[config.mk]
export PLATFORM = sky130hd
export DESIGN_NAME = scarv_cop_ctrl
export DESIGN_NICKNAME = d
export VERILOG_FILES = /design/src/rtl/scarv_cop_ctrl.sv
export SDC_FILE = /design/constraint.sdc
export NUM_CORES = 1
export LEC_CHECK = 0
export BUFFER_PORTS_ARGS = -buffer_cell sky130_fd_sc_hd__buf_4
export CORE_ASPECT_RATIO = 0.9
export CORE_MARGIN = 2
export CORE_UTILIZATION = 35
export CTS_CLUSTER_SIZE = 12
export DETAILED_ROUTE_END_ITERATION = 7
export GPL_TIMING_DRIVEN = 0
export PLACE_DENSITY_LB_ADDON = 0.12
export SLEW_MARGIN = 25
export SYNTH_ARGS = -nofsm -noshare
export SYNTH_HDL_FRONTEND = slang
export SYNTH_SLANG_ARGS = --single-unit
[constraint.sdc]
create_clock -name g_clk -period 2.8 [get_ports g_clk]
set_input_delay 0.14 -clock g_clk [delete_from_list [all_inputs] [get_ports g_clk]]
set_output_delay 0.14 -clock g_clk [all_outputs]
set_load 0.01 [all_outputs]
[src/rtl/scarv_cop_ctrl.sv]
// -----------------------------------------------------------------------------
// scarv_cop_ctrl
//
// Instruction-sequencing controller for the SCARV co-processor. It accepts one
// instruction at a time from the CPU, latches its encoding and rs1 operand for
// the decoder, dispatches it to exactly one functional unit (PALU, MEM or
// MALU), waits for completion, abort, exception or watchdog timeout, and then
// presents a result code to the CPU until the CPU acknowledges it.
//
// Handshakes (both directions use valid/ready semantics):
//   * Request: cpu_insn_req is the valid and cop_insn_ack is the ready. A
//     transfer happens on a g_clk edge where both are high. cop_insn_ack is
//     high only while IDLE.
//   * Response: cop_insn_rsp is the valid and cpu_insn_ack is the ready. A
//     transfer happens on a g_clk edge where both are high. cop_result and
//     cop_wen are stable while cop_insn_rsp is high.
//   A response transfer returns the controller to IDLE. The next request can
//   only be accepted on a later edge, so back-to-back instructions are
//   separated by at least one idle cycle.
//
// Ports
//   g_clk, g_resetn          clock; asynchronous active-low reset
//   cpu_insn_req/cop_insn_ack  instruction request handshake
//   cpu_abort_req            abort the executing (non-memory) instruction
//   cpu_insn_enc, cpu_rs1    instruction encoding and rs1 value
//   cop_insn_rsp/cpu_insn_ack  instruction response handshake
//   cop_result               result code (SUCCESS, ABORT, BAD_INS, ...)
//   cop_wen                  GPR write enable, valid with cop_insn_rsp
//   insn_q, rs1_q            latched encoding / rs1, feeding the decoder
//   id_exception             decoder flags an illegal instruction
//   id_fu_sel                one-hot FU select {malu, mem, palu}
//   id_gpr_wb                instruction writes a GPR
//   fu_ivalid                one-hot FU dispatch, same bit order as id_fu_sel
//   fu_idone                 per-FU completion
//   mem_addr_error, mem_bus_error, mem_is_store  memory unit status
//   cpr_wb_en                CPR writeback gate, pulses on a clean completion
//   dbg_state                current FSM state, for observation only
// -----------------------------------------------------------------------------
module scarv_cop_ctrl #(
   parameter logic [7:0] TIMEOUT = 8'd255
) (
   input  logic        g_clk,
   input  logic        g_resetn,

   input  logic        cpu_insn_req,
   output logic        cop_insn_ack,
   input  logic        cpu_abort_req,
   input  logic [31:0] cpu_insn_enc,
   input  logic [31:0] cpu_rs1,
   output logic        cop_insn_rsp,
   input  logic        cpu_insn_ack,
   output logic [2:0]  cop_result,
   output logic        cop_wen,

   output logic [31:0] insn_q,
   output logic [31:0] rs1_q,
   input  logic        id_exception,
   input  logic [2:0]  id_fu_sel,
   input  logic        id_gpr_wb,

   output logic [2:0]  fu_ivalid,
   input  logic [2:0]  fu_idone,
   input  logic        mem_addr_error,
   input  logic        mem_bus_error,
   input  logic        mem_is_store,
   output logic        cpr_wb_en,

   output logic [1:0]  dbg_state
);

   typedef enum logic [1:0] {
      ST_IDLE = 2'b00,
      ST_EXEC = 2'b01,
      ST_RESP = 2'b10,
      ST_BAD  = 2'b11
   } state_t;

   localparam logic [2:0] RES_SUCCESS = 3'd0;
   localparam logic [2:0] RES_ABORT   = 3'd1;
   localparam logic [2:0] RES_BAD_INS = 3'd2;
   localparam logic [2:0] RES_BAD_LAD = 3'd3;
   localparam logic [2:0] RES_BAD_SAD = 3'd4;
   localparam logic [2:0] RES_LD_ERR  = 3'd5;
   localparam logic [2:0] RES_ST_ERR  = 3'd6;
   localparam logic [2:0] RES_TIMEOUT = 3'd7;

   localparam logic [2:0] SEL_MEM = 3'b010;

   state_t      state_q, state_d;
   logic [7:0]  counter_q, counter_d;
   logic [2:0]  result_q, result_d;
   logic        gpr_wb_q, gpr_wb_d;
   logic        accept;

   // A select that is zero or has more than one bit set is as illegal as a
   // decoder-flagged exception.
   logic        sel_one_hot;
   logic        bad_insn;
   logic        is_mem;
   logic        abort_take;
   logic        fu_done;
   logic        timeout_hit;
   logic [2:0]  done_result;
   logic [7:0]  counter_inc;

   assign sel_one_hot = (id_fu_sel != 3'b000) &&
                        ((id_fu_sel & (id_fu_sel - 3'd1)) == 3'b000);
   assign bad_insn    = id_exception || !sel_one_hot;
   assign is_mem      = (id_fu_sel == SEL_MEM);

   // Memory operations cannot be abandoned half-way on the bus, so an abort
   // request is ignored while the MEM unit owns the instruction.
   assign abort_take  = cpu_abort_req && !is_mem;

   // Completion strobes from units that were not selected are ignored.
   assign fu_done     = |(fu_idone & id_fu_sel);

   assign counter_inc = (counter_q >= TIMEOUT) ? TIMEOUT : counter_q + 8'd1;

   // The watchdog fires on the edge where the counter would reach TIMEOUT,
   // so an instruction spends exactly TIMEOUT cycles in EXEC before RESP.
   assign timeout_hit = ({1'b0, counter_q} + 9'd1) >= {1'b0, TIMEOUT};

   always_comb begin
      done_result = RES_SUCCESS;
      if (mem_addr_error) begin
         done_result = mem_is_store ? RES_BAD_SAD : RES_BAD_LAD;
      end else if (mem_bus_error) begin
         done_result = mem_is_store ? RES_ST_ERR : RES_LD_ERR;
      end
   end

   // Next-state and output logic.
   always_comb begin
      state_d      = state_q;
      counter_d    = counter_q;
      result_d     = result_q;
      gpr_wb_d     = gpr_wb_q;
      accept       = 1'b0;
      cop_insn_ack = 1'b0;
      cop_insn_rsp = 1'b0;
      fu_ivalid    = 3'b000;
      cpr_wb_en    = 1'b0;

      case (state_q)
         ST_IDLE: begin
            cop_insn_ack = 1'b1;
            if (cpu_insn_req) begin
               accept    = 1'b1;
               counter_d = 8'd0;
               state_d   = ST_EXEC;
            end
         end

         ST_EXEC: begin
            fu_ivalid = bad_insn ? 3'b000 : id_fu_sel;
            if (!fu_done) begin
               counter_d = counter_inc;
            end
            // Priority: exception > abort > completion > timeout.
            if (bad_insn) begin
               state_d  = ST_RESP;
               result_d = RES_BAD_INS;
               gpr_wb_d = id_gpr_wb;
            end else if (abort_take) begin
               state_d  = ST_RESP;
               result_d = RES_ABORT;
               gpr_wb_d = id_gpr_wb;
            end else if (fu_done) begin
               state_d   = ST_RESP;
               result_d  = done_result;
               gpr_wb_d  = id_gpr_wb;
               cpr_wb_en = (done_result == RES_SUCCESS);
            end else if (timeout_hit) begin
               state_d  = ST_RESP;
               result_d = RES_TIMEOUT;
               gpr_wb_d = id_gpr_wb;
            end
         end

         ST_RESP: begin
            cop_insn_rsp = 1'b1;
            if (cpu_insn_ack) begin
               state_d = ST_IDLE;
            end
         end

         default: begin
            // Unreachable encoding: recover to IDLE on the next edge.
            state_d = ST_IDLE;
         end
      endcase
   end

   always_ff @(posedge g_clk or negedge g_resetn) begin
      if (!g_resetn) begin
         state_q   <= ST_IDLE;
         counter_q <= 8'd0;
         result_q  <= RES_SUCCESS;
         gpr_wb_q  <= 1'b0;
         insn_q    <= 32'd0;
         rs1_q     <= 32'd0;
      end else begin
         state_q   <= state_d;
         counter_q <= counter_d;
         result_q  <= result_d;
         gpr_wb_q  <= gpr_wb_d;
         if (accept) begin
            insn_q <= cpu_insn_enc;
            rs1_q  <= cpu_rs1;
         end
      end
   end

   assign cop_result = result_q;
   assign cop_wen    = (state_q == ST_RESP) && gpr_wb_q && (result_q == RES_SUCCESS);
   assign dbg_state  = state_q;

endmodule

==> results.md <==
Synth:
- The flip-flop and latch count after synthesis is 78.
- The portion of the post-synthesis area used by sequential elements is 0.5838.
- The compound-cell area share of the yosys netlist is 0.06362.
- The total standard cell area after synthesis is 3343 µm².
- After synthesis, the mean cell area works out to 8.868 µm².
- After synthesis, the largest family of logic cells by area is simple AND/OR/NAND/NOR gates.
- The number of synthesized flops with an enable pin is 0.
- The multiplexer share of the synthesized area is 0.01085.
- The fraction of synthesis flops using an asynchronous set or reset pin is 1.000.
- In the synthesized netlist, the number of instances is 377.
- Yosys printed 0 warnings.
- For this run, the leading register cell type out of synthesis is sky130_fd_sc_hd__dfrtp_1.
- Counting every net in the synthesized netlist gives ~460.
- The number of distinct library cells after synthesis is 43.
- The adder and majority gate portion of the synthesized area is 0.007485.
- Of the total synthesized cell area, the portion taken by AND, OR, NAND and NOR gates is 0.3024.
- Of the total synthesized cell area, the portion taken by XOR and XNOR cells is 0.005240.

STA:
- For the final database, setup skew stands at 8.435 ps.
- Hold is met by 23.50 ps.
- The post-route fraction of the period consumed by the critical path is 0.7910.
- The post-route setup TNS is 0 ps.
- The worst max-slew margin expressed relative to the limit is 0.4935.
- The final worst-path setup slack is 585.1 ps.
- The transition time at the pin with the least slew margin is 759.7 ps.
- The max-slew violation count is 0.
- The number of hold violations in the final report is 0.
- After layout, the minimum clock period comes to 2215 ps.
- Setup repair after global routing left no endpoint under its margin.
- The fmax is between 400 and 500 MHz.
- The final setup violation count is 0.

Pwr:
- The leakage power is 2.903 nW.
- Across the VDD grid, the largest voltage drop is 0.5052 mV.
- The clock network power share is 0.176.
- The share of total power dissipated in combinational logic is 0.434.
- The power density over the cells is a little under 900 nW/µm².
- Cell internal power was estimated by the tool at 3.128 mW.
- Of the total power, the share spent switching nets is 0.3668.
- The completed layout was analyzed and its total power is between 4 and 5 mW.
- For this design the total switching power over the nets is 1.812 mW.
- The proportion of power drawn by flip-flops and latches is 0.390.

Critical path:
- The worst setup path is captured at a flop.
- The origin of the critical flop-to-flop path is dbg_state[0].
- STA classifies the critical path startpoint as a flop.
- Walking the worst path, the cells encountered are nor2_1 > and2_1 > clkbuf_1 > clkbuf_1 > buf_1 > nand2_1 > nand2_1.
- The required time at the endpoint of the critical path is 3080 ps.
- The kind of critical path is flop to flop.
- The internal reg-to-reg setup slack is 590 ps.
- The critical path runs through a total of 7 cells.
- In this design, the stage delay of the slowest critical-path cell is roughly 440 ps.
- The depth of the most critical reg-to-reg path is 7.
- The standard cell with the maximum stage delay on the critical path is sky130_fd_sc_hd__clkbuf_1.
- The most critical setup path has its endpoint at rs1_q[0].
- The endpoint of the worst register-to-register path is rs1_q[0].
- The start point of the critical path is dbg_state[0].
- The cell class contributing the biggest share of worst-path delay is buffers and inverters.
- The number of buffers and inverters on the critical path is 3.
- The top fanout value on the critical path is 10.
- STA puts the critical path data arrival time at between 2000 and 3000 ps.

Die:
- The floorplan has 33 rows.
- The die covers 10350 µm².
- The chip width is 107.0 µm.
- The die outline height is 96.72 µm.
- The I/O pin total is 156.
- The effective utilization at floorplan is 0.3631.
- The total core area is approximately 9200 µm².

Layout:
- The number of nets in the layout is 691.
- The area of combinational cells with multiple inputs is ~1300 µm².
- In the layout the commonest cells are sky130_fd_sc_hd__nand2_1 (200), sky130_fd_sc_hd__buf_4 (154), sky130_fd_sc_hd__dfrtp_1 (78), sky130_fd_sc_hd__dlygate4sd3_1 (66), sky130_fd_sc_hd__clkbuf_1 (15).
- From synthesis to final layout, the design area changed by 65.49%.
- Leaving out fill and tap cells, the most frequent cell in the layout is sky130_fd_sc_hd__nand2_1.
- The share of final-layout standard cells stronger than drive strength 1 is 0.2997.
- The storage element area is between 1500 and 2000 µm².
- The number of antenna repair diodes is 0.
- The layout has 790 filler cells.

Drt:
- Detailed routing inserted a total of 3348 vias.
- The residual DRC count is 0.
- The average via count per standard cell is 4.549.
- The first detailed-routing pass ran for 4 iterations.
- In this run, the number of DRC markers left after iteration 0 of detailed routing was 182.
- The wire length per cell after detailed routing is approximately 13 µm.
- The total detailed-routing wirelength is 9.555 mm.
- The count of nets left with antenna violations once routing finished came out at 0.

CTS:
- In this run the deepest clock path goes through 2 buffers.
- The number of clock sinks seen by CTS is 78.
- The insertion delay of the later-clocked pin in the worst-skew pair is 340 ps.
- The total CTS buffers is 9.
- The root buffer cell is sky130_fd_sc_hd__clkbuf_8.
- After clock tree synthesis, the clock-pin slew on the worst setup and hold paths is 80 ps.
- The number of H-tree levels is 3.
- The clock tree from TritonCTS is done.
- The number of cells upsized or downsized after cts is 0.

Global route:
- The largest net degree at the start of global routing is about 80.
- The via count of the first global-routing pass is roughly 3400.
- The first global-routing pass estimated between 15 and 20 mm of wire.
- The initial antenna violation count is 0.
- The global-route total usage across every layer is 0.1932.
- For this run the aggregate overflow at the end of global routing stands at 0.

Placement:
- The weighted congestion at the end of routability-driven global placement is approximately 0.79.
- Before CTS, the worst setup slack after placement is ~520 ps.
- The HPWL after detailed placement is around 6.1 mm.
- The count of buffers added on input and output ports is 155.

Worst hold path:
- The class of the worst hold path is primary input to flop.

Run status:
- The run finished with clean final reports.

Job:
- The reported max-cap violation count is 0.
## cell usage after synthesis (all sizes together) (2+ instances only)
master	instances	share of area
nand2	201	0.23
dfrtp	78	0.58
clkbuf	14	0.016
o21ai	9	0.013
nor2	8	0.0090
a21oi	6	0.0090
nor3	5	0.0075
and2	4	0.0079
buf	4	0.0075
nand2b	4	0.0075
nand3	4	0.0075
a31oi	3	0.0056
inv	3	0.0034
nor2b	3	0.0056
or4b	3	0.0090
a211oi	2	0.0045
a22o	2	0.0060
ha	2	0.0075
mux2	2	0.0079
nor4	2	0.0037
o211a	2	0.0060
xor2	2	0.0052
## worst reg2reg max path: stages (launching register included)
cell and delay, ps:
sky130_fd_sc_hd__dfrtp_1 430, sky130_fd_sc_hd__nor2_1 270, sky130_fd_sc_hd__and2_1 170, sky130_fd_sc_hd__clkbuf_1 260, sky130_fd_sc_hd__clkbuf_1 440, sky130_fd_sc_hd__buf_1 410
sky130_fd_sc_hd__nand2_1 120, sky130_fd_sc_hd__nand2_1 70
## power groups by stage
| stage | registers [mW] | logic (mW) | clock network (mW) |
|---|---|---|---|
| after CTS | 1.92 | 2.16 | 0.910 |
| final | 1.92 | 2.15 | 0.870 |
| after floorplan | 2.13 | 0.757 | 0 |
| after detailed placement | 1.93 | 2.09 | 0 |
| after global routing | 1.99 | 2.40 | 0.955 |
| after global placement | 1.91 | 2.07 | 0 |
## worst min-delay path by stage
stage	startpoint	endpoint	slack [ps]	cells past startpoint
after detailed placement	cpu_insn_enc[30]	insn_q[30]	330	3
after CTS	id_gpr_wb	gpr_wb_q	2	2
final	id_gpr_wb	gpr_wb_q	20	2
after global placement	cpu_rs1[14]	rs1_q[14]	330	3
after floorplan	g_resetn	cop_result[0]	-160	0
after global routing	id_gpr_wb	gpr_wb_q	9	2
## flip-flops by register name, indices dropped and copies added, names as in the netlist
signal / flops
gpr_wb_q: 1
counter_q: 8
rs1_q: 32
dbg_state: 2
cop_result: 3
insn_q: 32
## per-layer routing
layer	vias up	global-route usage	wire, µm
met3	8	0.05054	673
li1	1670	-	-
met2	117	0.3135	4437
met4	0	0.04795	63
met5	-	0	0
met1	1553	0.2575	4379
## area by class of cell
class / count / share of cell area
Clock inverter: 4 / 0.009724
Sequential cell: 78 / 0.3528
Multi-Input combinational cell: 278 / 0.2354
Buffer: 18 / 0.01402
Timing Repair Buffer: 221 / 0.3304
Inverter: 3 / 0.002035
Clock buffer: 12 / 0.02804
Tap cell: 122 / 0.02759
## repair_timing
item | in CTS | in global routing
buffers inserted | 0 | 0
hold endpoints to repair | 138 | 0
hold buffers | 66 | 0
## cell families after synthesis
| logic type | count (synthesis) |
|---|---|
| AOI/OAI and AO/OA | 30 |
| muxes | 3 |
| and+or+nand+nor | 241 |
| xor gates and xnor gates | 2 |
| buffers and inverters | 21 |
| DFF | 78 |
| adders and majority gates | 2 |
## through the flow
stage | utilization | instance area (µm²) | instances
finish | 0.6009 | 5533 | 736
global route | 0.6009 | 5533 | 736
CTS | 0.6005 | 5529 | 736
detailed placement | 0.5060 | 4659 | 654
global placement | 0.5060 | 4659 | 654
floorplan | - | 3343 | 377
Note: power is estimated with default switching activity, not from simulation.
